File: src/rtl/moquanmips_if_stage.sv
// Instruction-fetch stage: program counter, ROM address/enable, and the IF/ID
// pipeline register, with stall, flush redirect and stalled-branch capture.
module moquanmips_if_stage #(
    parameter logic [31:0] RESET_PC = 32'h0000_0000
) (
    input  logic        clk,
    input  logic        rst,
    input  logic        stall_if,
    input  logic        stall_id,
    input  logic        flush,
    input  logic [31:0] new_pc_i,
    input  logic        branch_flag_i,
    input  logic [31:0] branch_target_i,
    input  logic [31:0] rom_inst_i,
    output logic [31:0] rom_addr_o,
    output logic        rom_ce_o,
    output logic [31:0] id_pc_o,
    output logic [31:0] id_inst_o,
    output logic        id_valid_o,
    output logic        id_adel_o
);

    logic        [31:0] pc_p0;
    logic        [31:0] pc_nxt;
    logic               ce_p0;
    logic               pend_flag;
    logic               pend_flag_nxt;
    logic        [31:0] pend_target;
    logic        [31:0] pend_target_nxt;

    logic        [31:0] id_pc_p1;
    logic        [31:0] id_inst_p1;
    logic               vld_p1;
    logic               id_adel_p1;
    logic        [31:0] id_pc_nxt;
    logic        [31:0] id_inst_nxt;
    logic               vld_nxt;
    logic               id_adel_nxt;
    logic               fetch_adel;

    function automatic logic misaligned(input logic [31:0] addr);
        return addr[1:0] != 2'b00;
    endfunction

    assign fetch_adel = misaligned(pc_p0);

    // ---- stage p0: PC selection and branch capture while stalled ----
    always_comb begin
        pc_nxt          = pc_p0;
        pend_flag_nxt   = pend_flag;
        pend_target_nxt = pend_target;
        if (!ce_p0) begin
            pc_nxt = RESET_PC;
        end else if (flush) begin
            pc_nxt        = new_pc_i;
            pend_flag_nxt = 1'b0;
        end else if (stall_if) begin
            // A later branch during the same stall overwrites an earlier one.
            if (branch_flag_i) begin
                pend_flag_nxt   = 1'b1;
                pend_target_nxt = branch_target_i;
            end
        end else if (branch_flag_i) begin
            pc_nxt        = branch_target_i;
            pend_flag_nxt = 1'b0;
        end else if (pend_flag) begin
            pc_nxt        = pend_target;
            pend_flag_nxt = 1'b0;
        end else begin
            pc_nxt = pc_p0 + 32'd4;
        end
    end

    always_ff @(posedge clk or negedge rst) begin
        if (!rst) begin
            pc_p0       <= RESET_PC;
            ce_p0       <= 1'b0;
            pend_flag   <= 1'b0;
            pend_target <= 32'h0;
        end else begin
            pc_p0       <= pc_nxt;
            ce_p0       <= 1'b1;
            pend_flag   <= pend_flag_nxt;
            pend_target <= pend_target_nxt;
        end
    end

    // ---- stage p1: IF/ID register ----
    always_comb begin
        id_pc_nxt   = id_pc_p1;
        id_inst_nxt = id_inst_p1;
        vld_nxt     = vld_p1;
        id_adel_nxt = id_adel_p1;
        if (flush || (!stall_id && (stall_if || !ce_p0))) begin
            id_pc_nxt   = 32'h0;
            id_inst_nxt = 32'h0;
            vld_nxt     = 1'b0;
            id_adel_nxt = 1'b0;
        end else if (!stall_id) begin
            // Misaligned fetches still drive the address but deliver a nop word.
            id_pc_nxt   = pc_p0;
            id_inst_nxt = fetch_adel ? 32'h0 : rom_inst_i;
            vld_nxt     = 1'b1;
            id_adel_nxt = fetch_adel;
        end
    end

    always_ff @(posedge clk or negedge rst) begin
        if (!rst) begin
            id_pc_p1   <= 32'h0;
            id_inst_p1 <= 32'h0;
            vld_p1     <= 1'b0;
            id_adel_p1 <= 1'b0;
        end else begin
            id_pc_p1   <= id_pc_nxt;
            id_inst_p1 <= id_inst_nxt;
            vld_p1     <= vld_nxt;
            id_adel_p1 <= id_adel_nxt;
        end
    end

    assign rom_addr_o = pc_p0;
    assign rom_ce_o   = ce_p0;
    assign id_pc_o    = id_pc_p1;
    assign id_inst_o  = id_inst_p1;
    assign id_valid_o = vld_p1;
    assign id_adel_o  = id_adel_p1;

endmodule

File: config.mk
export PLATFORM = sky130hd
export DESIGN_NAME = moquanmips_if_stage
export DESIGN_NICKNAME = d
export VERILOG_FILES = /design/src/rtl/moquanmips_if_stage.sv
export SDC_FILE = /design/constraint.sdc
export NUM_CORES = 1
export LEC_CHECK = 0
export ABC_CLOCK_PERIOD_IN_PS = 2000
export CAP_MARGIN = 20
export CORE_MARGIN = 4
export CORE_UTILIZATION = 47
export DETAILED_ROUTE_END_ITERATION = 12
export GPL_TIMING_DRIVEN = 1
export PLACE_DENSITY = 0.81
export SYNTH_ARGS = -nofsm -noshare
export SYNTH_HDL_FRONTEND = slang
export SYNTH_SLANG_ARGS = --single-unit
export TNS_END_PERCENT = 10
File: constraint.sdc
create_clock -name clk -period 2 [get_ports clk]
set_input_delay 0.6 -clock clk [delete_from_list [all_inputs] [get_ports clk]]
set_output_delay 0.6 -clock clk [all_outputs]
set_load 0.02 [all_outputs]
==> impl_metrics.py, run 1 <==
metrics = {
    "outcome": {
        "status": "completed",
    },
    "synth": {
        "synth_top_family_by_area": "compound AO/OA/AOI/OAI gates",
        "yosys.area_share.adder_pct": 0.196,
        "syn_inst": 599,
        "yosys-top-cells-area": "dfrtp_1 (52%), a22o_1 (8.8%), mux2_2 (5.8%), o21ai_0 (3.2%), nand2_1 (2.9%)",
        "synth-edff-count": 0,
        "ys_ff_latch": 132,
        "synth-xor-area-share_pct": 1.92,
        "avgSynthCellArea_sq_um": 10.7,
        "muxShareOfSynthArea_pct": 7.08,
        "syn_area_sq_mm": 0.00638,
        "yosysUniqueCellTypes": 57,
        "yosysTopAreaCell": "dfrtp_1",
        "synth-simple-area-share_pct": 12.5,
        "yosysTopAreaCellShare_pct": 51.8,
        "ys.flop_type": "dfrtp_1",
        "syn-num-nets": 702,
        "async_flop_share_pct": 100,
        "synth_compound_area_share_pct": 22.7,
        "synth_seq_area_share_pct": 51.8,
        "ys_warn_count": 0,
    },
    "final_layout": {
        "stdcell_count": 1029,
        "fin_util_pct": 72.2,
        "multi_input_area_sq_mm": 0.00287,
        "area.growth.synth_to_final_pct": 50.0,
        "seqCellArea_sq_mm": 0.00331,
        "drive_above_1_share_pct": 17.6,
        "fill_cells": 960,
        "n_antenna_cell": 0,
        "nets": 943,
    },
    "timing": {
        "setup_viol": 0,
        "hold_violations": 0,
        "fin_crit_sh_pct": 99.0,
        "holdWs_ns": 0.0764,
        "fin_crit_ns": 1.98,
        "maxSlewHeadroom_pct": 66.5,
        "fmax_mhz": 505,
        "slew_violations": 0,
        "finalWorstSetupSlack_ns": 0.0195,
        "finalSetupTns_ns": 0,
        "finClkSkew_ns": 0.00824,
        "tightest_slew_ns": 0.503,
    },
    "grt": {
        "grt_max_degree": 47,
        "overflow": 0,
        "grt_pass1_wl_mm": 34.0,
        "track_usage_pct": 27.4,
        "grt_pass1_vias": 6271,
        "antenna_found_initial": 0,
    },
    "clock_network": {
        "hold_buffers": 0,
        "cts_made_buffers": 17,
        "cts_tree": "yes",
        "cts_buffer_depth": 2,
        "worstSkewPairLatency_ns": 0.43,
        "cts-root-buf": "clkbuf_16",
        "clkSinkCount": 132,
        "clk_transition_reported_paths_ns": 0.06,
        "cts_max_level": 4,
    },
    "critical_path": {
        "worst-path-stages": 1,
        "endpoint": "id_inst_o[2]",
        "worstRegToRegCells": 5,
        "worstPathRequired_ns": 1.40,
        "startpoint_type": "flip-flop",
        "path_max_fanout": 2,
        "cp-startpoint": "id_inst_o[2]$_DFFE_PN0P_",
        "crit_chain": "clkdlybuf4s50_1",
        "r2r-start": "rom_addr_o[4]$_DFFE_PN0P_",
        "cp_slowest_cell": "clkdlybuf4s50_1",
        "reg2reg_to": "rom_addr_o[31]$_DFFE_PN0P_",
        "cp.arrival_ns": 1.38,
        "r2r_slack_ns": 0.14,
        "critPathMaxStageDelay_ns": 0.60,
        "path_buf_inv": 1,
        "cp_top_family": "buffers and inverters",
        "end_kind": "primary output",
        "critPathKind": "reg2out",
    },
    "placed_design": {
        "place_congestion": 0.927,
        "dp_cells": 994,
        "io_buffers": 200,
        "preCtsSetupSlack_ns": -0.993,
        "hpwl_mm": 15.2,
    },
    "floorplan": {
        "design.die.area_sq_mm": 0.0155,
        "dieHeight_um": 125,
        "start_util_pct": 48.2,
        "row_count": 42,
        "pin_count": 201,
        "dieWidth_um": 125,
        "core_area_sq_mm": 0.0132,
    },
    "power_and_ir_drop": {
        "peakVddDrop_mv": 0.613,
        "power_density_mw_per_mm2": 771,
        "p_leak_nw": 4.80,
    },
    "routing": {
        "drt-initial-drc-count": 579,
        "num_vias": 6147,
        "firstDrtPassIters": 5,
        "vias_per_cell": 5.97,
        "post-route-drc-count": 0,
        "postRouteAntennaNets": 0,
        "wl_per_cell_um": 21.0,
        "wirelength_mm": 21.6,
    },
    "hold_path": {
        "holdCritPathClass": "in2async",
    },
    "job": {
        "cap_violations": 0,
    },
}
==> through the flow <==
| step | power [mW] | cell area, sq um |
|---|---|---|
| floorplan | 3.65 | 6380 |
| global placement | 4.33 | 8970 |
| detailed placement | 4.38 | 8970 |
| CTS | 7.39 | 9500 |
| global route | 7.65 | 9570 |
| finish | 7.38 | 9570 |
==> synthesized netlist by cell type, types with 3 or more instances <==
cell and count:
a21boi_0 5, a21oi_1 37, a221o_1 4, a221oi_1 8, a22o_1 64, a22oi_1 4, a32o_1 3, and3_1 9
and4_1 5, buf_2 8, buf_6 3, clkbuf_1 33, dfrtp_1 132, inv_1 5, mux2_2 33, mux2i_1 8
nand2_1 50, nand3_1 17, nand4_1 12, nor2_1 22, nor2b_1 7, nor3_1 8, nor3b_1 4, nor4_1 4
o211ai_1 7, o21a_1 3, o21ai_0 41, o221ai_1 5, o22ai_1 9, o31ai_1 4, xnor2_1 5, xor2_1 9
==> kinds of logic (layout without fill, tap and decap cells) <==
| kind of cell | after synthesis | count (layout) |
|---|---|---|
| AO/OA/AOI/OAI | 204 | 204 |
| AND/OR/NAND/NOR | 152 | 153 |
| flip-flops | 132 | 132 |
| buffers and inverters | 54 | 307 |
| multiplexers | 41 | 41 |
| XOR/XNOR | 14 | 14 |
| adder cells (fa/ha/maj) | 1 | 1 |
| other | 1 | 1 |
==> area by class of cell <==
class                           count  area share, %
Clock inverter                     13           1.41
Sequential cell                   132           34.6
Timing Repair Buffer              270           26.9
Multi-Input combinational cell    414           30.0
Clock buffer                       19           4.63
Inverter                            5          0.196
Tap cell                          176           2.30
==> cells in the final DEF (no fill, tap or decap), drive strengths merged, types with 9 or more instances in the layout <==
cell type,netlist,routed
xor2,9,9
dlygate4sd2,0,82
o22ai,9,9
nor3,10,10
o21ai,41,41
clkdlybuf4s50,0,99
dfrtp,132,132
and3,9,9
mux2,33,33
clkbuf,35,19
nand2,50,50
buf,14,71
a21oi,37,37
a22o,64,64
nor2,23,23
nand4,12,12
nand3,17,17
dlymetal6s2s,0,18
==> where the power goes <==
| part | switching [mW] | internal (mW) |
|---|---|---|
| combinational | 0.616 | 0.623 |
| sequential | 0.183 | 2.89 |
| clock | 1.20 | 1.86 |
| total | 2.00 | 5.37 |
==> registers in the layout, indices dropped and copies added, names as in the netlist <==
signal,count
id_inst_o,32
pend_flag,1
rom_ce_o,1
rom_addr_o,32
id_pc_o,32
id_valid_o,1
pend_target,32
id_adel_o,1
==> routing by layer <==
layer	vias to the layer above	global-route usage, %	wire length [um]
li1	2753	-	-
met1	2998	36.8	9080
met2	351	43.0	10200
met3	45	7.59	1790
met4	0	9.61	455
met5	-	0	0
==> worst min path at each step <==
stage | start | endpoint | slack [ns] | cells past startpoint
3_5_place_dp | id_valid_o$_DFFE_PN0P_ | id_valid_o$_DFFE_PN0P_ | 0.47 | 1
4_1_cts | rst | id_inst_o[25]$_DFFE_PN0P_ | 0.07 | 1
6_report | rst | id_inst_o[25]$_DFFE_PN0P_ | 0.08 | 1
2_1_floorplan | rst | id_adel_o$_DFFE_PN0P_ | 0.30 | 0
5_1_grt | rst | id_inst_o[25]$_DFFE_PN0P_ | 0.08 | 1
3_3_place_gp | id_valid_o$_DFFE_PN0P_ | id_valid_o$_DFFE_PN0P_ | 0.47 | 1
==> what timing repair did <==
item	CTS	global route
endpoints found under the setup margin	114	36
pin swaps	1	0
setup buffers	1	1
gates resized for setup	88	19
gates cloned	1	0
(Power assumes the default switching activity.)
==> run 2: changes to the inputs <==
Settings changed: CTS_CLUSTER_DIAMETER set to 100, SKIP_CTS_REPAIR_TIMING set to 1.
==> run 2 against run 1 <==
Against the previous run: routed wire length is essentially flat; worst hold slack worse by 0.0023 ns; sequential power about the same; total power rose by 0.34%.
==> impl_metrics.py, run 2 (synthesis gave the netlist of run 1 again) <==
metrics = {
    "final_layout": {
        "final_common_cell": "dfrtp_1",
        "nets": 941,
        "layout_common_cells": "dfrtp_1 (129), dlymetal6s2s_1 (100), clkdlybuf4s50_1 (99), a22o_1 (64), buf_4 (60)",
        "fin_area_sq_mm": 0.00986,
        "drive_above_1_share_pct": 17.5,
        "area.growth.synth_to_final_pct": 54.6,
        "n_antenna_cell": 0,
    },
    "clock_network": {
        "clk_transition_reported_paths_ns": 0.06,
        "cts-root-buf": "clkbuf_16",
        "worstSkewPairLatency_ns": 0.43,
        "cts_buffer_depth": 2,
        "cts_max_level": 4,
        "cts_made_buffers": 17,
        "clkSinkCount": 132,
        "cts_tree": "yes",
    },
    "power_and_ir_drop": {
        "netSwitchingPower_mw": 1.99,
        "combPwrFrac_pct": 17.3,
        "switching_share_pct": 26.9,
        "power_frac_seq_pct": 41.6,
        "internal-power_mw": 5.41,
        "pwr-share-clk_pct": 41.2,
        "p_leak_nw": 5.83,
        "power_mw": 7.40,
        "peakVddDrop_mv": 0.614,
        "power_density_mw_per_mm2": 750,
    },
    "grt": {
        "track_usage_pct": 27.0,
        "grt_pass1_wl_mm": 33.5,
        "grt_pass1_vias": 6237,
        "antenna_found_initial": 0,
        "overflow": 0,
        "grt_max_degree": 47,
    },
    "critical_path": {
        "critPathMaxStageDelay_ns": 0.47,
        "crit_chain": "clkdlybuf4s50_1, buf_4, nand2b_1, o221ai_1, o21ai_0, a221o_1",
        "path_max_fanout": 3,
        "cp_slowest_cell": "clkdlybuf4s50_1",
        "r2r_slack_ns": 0.15,
        "startpoint_type": "input pin",
        "critPathKind": "in2reg",
        "cp-startpoint": "branch_flag_i",
        "cp.arrival_ns": 2.23,
        "end_kind": "flip-flop",
        "reg2reg_to": "rom_addr_o[23]$_DFFE_PN0P_",
        "r2r-start": "rom_addr_o[7]$_DFFE_PN0P_",
        "worstRegToRegCells": 6,
        "worstPathRequired_ns": 2.31,
    },
    "routing": {
        "drt-initial-drc-count": 513,
        "post-route-drc-count": 0,
        "wirelength_mm": 21.6,
        "vias_per_cell": 5.96,
        "postRouteAntennaNets": 0,
        "wl_per_cell_um": 21.0,
        "firstDrtPassIters": 5,
        "num_vias": 6121,
    },
    "floorplan": {
        "row_count": 42,
        "design.die.area_sq_mm": 0.0155,
        "dieHeight_um": 125,
        "dieWidth_um": 125,
        "pin_count": 201,
        "start_util_pct": 48.2,
        "core_area_sq_mm": 0.0132,
    },
    "placed_design": {
        "io_buffers": 200,
        "place_congestion": 0.927,
        "placed_area_sq_mm": 0.00897,
        "preCtsSetupSlack_ns": -0.993,
        "hpwl_mm": 15.2,
    },
    "timing": {
        "finClkSkew_ns": 0.00653,
        "tightest_slew_ns": 0.509,
        "slew_violations": 0,
        "maxSlewHeadroom_pct": 66.1,
        "hold_violations": 0,
        "fin_crit_ns": 1.93,
        "rsz0062_at_grt": "false",
        "fmax_mhz": 519,
        "fin_crit_sh_pct": 96.3,
        "setup_viol": 0,
        "finalWorstSetupSlack_ns": 0.0738,
    },
    "job": {
        "cap_violations": 0,
    },
    "hold_path": {
        "holdCritPathClass": "in2async",
    },
    "outcome": {
        "status": "completed",
    },
}
## run 2: changes by cell type in the layout (fill, tap and decap cells not counted)
cell,previous run,this run
nor3b_4,2,1
nor2_4,0,1
a221oi_1,8,7
a221oi_2,0,1
nor2_2,1,0
dlymetal6s2s_1,18,100
buf_8,0,2
buf_4,62,60
dlygate4sd2_1,82,0
buf_12,8,7
## run 2: power groups by stage
stage / logic [mW] / registers (mW) / clock network (mW)
after detailed placement: 1.27 / 3.11 / 0
after global routing: 1.37 / 3.10 / 3.20
after CTS: 1.28 / 3.07 / 3.09
final: 1.28 / 3.08 / 3.05
after floorplan: 0.486 / 3.16 / 0
after global placement: 1.24 / 3.09 / 0
## run 2: worst max-delay path by stage
stage                                            end  slack (ns)
after CTS                  id_inst_o[29]$_DFFE_PN0P_       -0.58
final                     rom_addr_o[24]$_DFFE_PN0P_        0.07
after floorplan           rom_addr_o[12]$_DFFE_PN0P_        0.05
after detailed placement   id_inst_o[19]$_DFFE_PN0P_       -0.99
after global routing      rom_addr_o[10]$_DFFE_PN0P_        0.01
after global placement     id_inst_o[22]$_DFFE_PN0P_       -0.89
## run 2: per-layer routing
metal / GRT usage (%) / routed length [um] / up-vias
li1: - / - / 2745
met1: 36.1 / 9220 / 2976
met2: 41.9 / 10200 / 352
met3: 7.68 / 1670 / 48
met4: 10.3 / 499 / 0
met5: 0 / 0 / -
## run 2: layout make-up
| cell class | instances | area (sq um) |
|---|---|---|
| Clock buffer | 19 | 443 |
| Clock inverter | 13 | 135 |
| Fill cell | 875 | 3380 |
| Inverter | 5 | 18.8 |
| Multi-Input combinational cell | 413 | 2860 |
| Sequential cell | 132 | 3310 |
| Tap cell | 176 | 220 |
| Timing Repair Buffer | 269 | 2870 |
## run 2: through the flow
stage / setup TNS (ns) / instances / util (%) / hold WS (ns)
detailed placement: -61.70 / 994 / 67.8 / 0.469
CTS: -23.33 / 1026 / 72.1 / 0.0704
global placement: -56.22 / 994 / 67.8 / 0.467
floorplan: 0 / 599 / - / 0.304
global route: 0 / 1027 / 74.5 / 0.0838
finish: 0 / 1027 / 74.5 / 0.0740
## run 2: critical path, delay by kind of cell
| kind | cells | cell delay (ns) |
|---|---|---|
| buffers and inverters | 2 | 0.64 |
| and+or+nand+nor | 1 | 0.19 |
| AOI/OAI and AO/OA | 3 | 0.80 |
==> run 3: changes to the inputs <==
Settings changed: GPL_TIMING_DRIVEN 1 to 0, SLEW_MARGIN set to 20.
==> run 3 against run 2 <==
Against the previous run: the run now ends with setup timing left; via count rose by 0.11%; clock-buffer cell count rose by 4; critical endpoint is now rom_addr_o[4]; largest power group is now the clock network; die area did not move.
==> impl_metrics.py, run 3 (synthesis gave the netlist of run 1 again) <==
metrics = {
    "final_layout": {
        "final_common_cell": "dfrtp_1",
        "seqCellArea_sq_mm": 0.00331,
        "fin_util_pct": 72.3,
        "stdcell_count": 1014,
        "drive_above_1_share_pct": 13.7,
        "multi_input_area_sq_mm": 0.00287,
        "nets": 928,
        "area.growth.synth_to_final_pct": 50.1,
        "fill_cells": 947,
        "layout_common_cells": "dfrtp_1 (127), clkdlybuf4s50_1 (110), dlymetal6s2s_1 (88), a22o_1 (64), nand2_1 (50)",
        "n_antenna_cell": 0,
    },
    "routing": {
        "post-route-drc-count": 0,
        "drt-initial-drc-count": 737,
        "num_vias": 6128,
        "firstDrtPassIters": 6,
        "wirelength_mm": 22.1,
        "vias_per_cell": 6.04,
        "postRouteAntennaNets": 0,
        "wl_per_cell_um": 21.8,
    },
    "grt": {
        "met3_usage_pct": 7.85,
        "antenna_found_initial": 0,
        "grt.busiest_layer": "met2",
        "track_usage_pct": 27.3,
        "grt_pass1_wl_mm": 33.5,
        "grt_pass1_vias": 6082,
        "grt_max_degree": 90,
        "use_met2_pct": 43.4,
        "met1_usage_pct": 35.3,
        "overflow": 0,
    },
    "critical_path": {
        "startpoint_type": "flip-flop",
        "worstPathRequired_ns": 1.40,
        "critPathKind": "reg2out",
        "cp.arrival_ns": 1.51,
        "cp_top_family": "buffers and inverters",
        "crit_chain": "clkdlybuf4s50_1",
        "path_buf_inv": 1,
        "critPathMaxStageDelay_ns": 0.64,
        "cp_slowest_cell": "clkdlybuf4s50_1",
        "end_kind": "primary output",
        "path_max_fanout": 8,
    },
    "power_and_ir_drop": {
        "peakVddDrop_mv": 0.599,
        "internal-power_mw": 5.56,
        "netSwitchingPower_mw": 1.92,
        "power_mw": 7.49,
        "switching_share_pct": 25.7,
        "pwr-share-clk_pct": 42.8,
        "power_frac_seq_pct": 41.2,
        "combPwrFrac_pct": 15.9,
        "power_density_mw_per_mm2": 782,
        "p_leak_nw": 5.46,
    },
    "placed_design": {
        "dp_cells": 975,
        "io_buffers": 199,
        "place_congestion": 0.938,
        "hpwl_mm": 16.0,
    },
    "outcome": {
        "violations": "setup timing",
        "status": "finished with violations",
    },
    "timing": {
        "maxSlewHeadroom_pct": 56.1,
        "tightest_slew_ns": 0.659,
        "rsz0062_at_grt": "true",
        "slew_violations": 0,
        "holdWs_ns": 0.0635,
        "finalWorstSetupSlack_ns": -0.107,
        "hold_violations": 0,
        "fmax_mhz": 475,
        "fin_crit_sh_pct": 105,
        "setup_viol": 1,
        "fin_crit_ns": 2.11,
        "finClkSkew_ns": 0.00800,
        "finalSetupTns_ns": -0.107,
    },
    "floorplan": {
        "pin_count": 201,
        "design.die.area_sq_mm": 0.0155,
        "row_count": 42,
        "core_area_sq_mm": 0.0132,
        "start_util_pct": 48.2,
        "dieHeight_um": 125,
        "dieWidth_um": 125,
    },
    "clock_network": {
        "worstSkewPairLatency_ns": 0.42,
        "clk_transition_reported_paths_ns": 0.06,
        "cts_max_level": 4,
        "cts_tree": "yes",
        "cts_buffer_depth": 2,
        "cts_made_buffers": 17,
        "cts-root-buf": "clkbuf_16",
        "clkSinkCount": 132,
    },
    "hold_path": {
        "holdCritPathClass": "in2async",
    },
    "job": {
        "cap_violations": 0,
    },
}
run 3: cell types whose count changed in the layout (fill, tap and decap cells not counted), sizes merged:
| cell | previous run | this run |
|---|---|---|
| buf | 70 | 21 |
| bufinv | 2 | 3 |
| clkbuf | 19 | 60 |
| clkdlybuf4s50 | 99 | 110 |
| clkinv | 6 | 4 |
| clkinvlp | 5 | 2 |
| dlymetal6s2s | 100 | 88 |
run 3: cell type report:
type                       count  area share [%]
sequential                   132            34.6
clock inverter                 9            1.31
tap                          176            2.30
inverter                       5           0.196
buffer                        49            2.61
multi-input combinational    413            29.9
clock buffer                  23            5.10
timing repair buffer         207            24.0
run 3: path summary, 6_finish.rpt:
path,startpoint,cells past startpoint,to,slack (ns)
max,rom_addr_o[4]$_DFFE_PN0P_,1,rom_addr_o[4],-0.11
min,rst,1,id_inst_o[21]$_DFFE_PN0P_,0.06
max reg2reg,rom_ce_o$_DFF_PN0_,9,id_inst_o[23]$_DFFE_PN0P_,0.04
min reg2reg,id_valid_o$_DFFE_PN0P_,1,id_valid_o$_DFFE_PN0P_,0.48
max in group asynchronous,rst,2,rom_addr_o[19]$_DFFE_PN0P_,1.17
min in group clk,id_valid_o$_DFFE_PN0P_,1,id_valid_o$_DFFE_PN0P_,0.48
run 3: per-layer routing:
metal	share of wire, %	routed length (um)
met5	0	0
met4	2.9	637
met3	7.6	1680
met2	47	10400
met1	43	9460
run 3: worst reg2reg max path, cell delays in order (launching register included):
cell and delay [ns]:
dfrtp_1 0.39, buf_6 0.14, and2b_4 0.19, and2b_1 0.18
nor2b_1 0.13, buf_4 0.15, nor3b_4 0.15, buf_4 0.17
buf_4 0.16, a22o_1 0.18
run 3: power by group through the flow:
| stage | Clock (mW) | Sequential [mW] | Combinational [mW] |
|---|---|---|---|
| floorplan | 0 | 3.16 | 0.486 |
| CTS | 3.24 | 3.08 | 1.18 |
| global placement | 0 | 3.12 | 1.14 |
| detailed placement | 0 | 3.13 | 1.17 |
| global route | 3.38 | 3.11 | 1.27 |
| finish | 3.21 | 3.09 | 1.19 |
run 3: through the flow:
step | setup WS (ns) | cell area [sq um]
after floorplan | 0.0514 | 6380
after global placement | -4.77 | 8590
after detailed placement | -0.876 | 8620
after CTS | -0.441 | 9240
after global routing | -0.148 | 9580
final | -0.107 | 9580
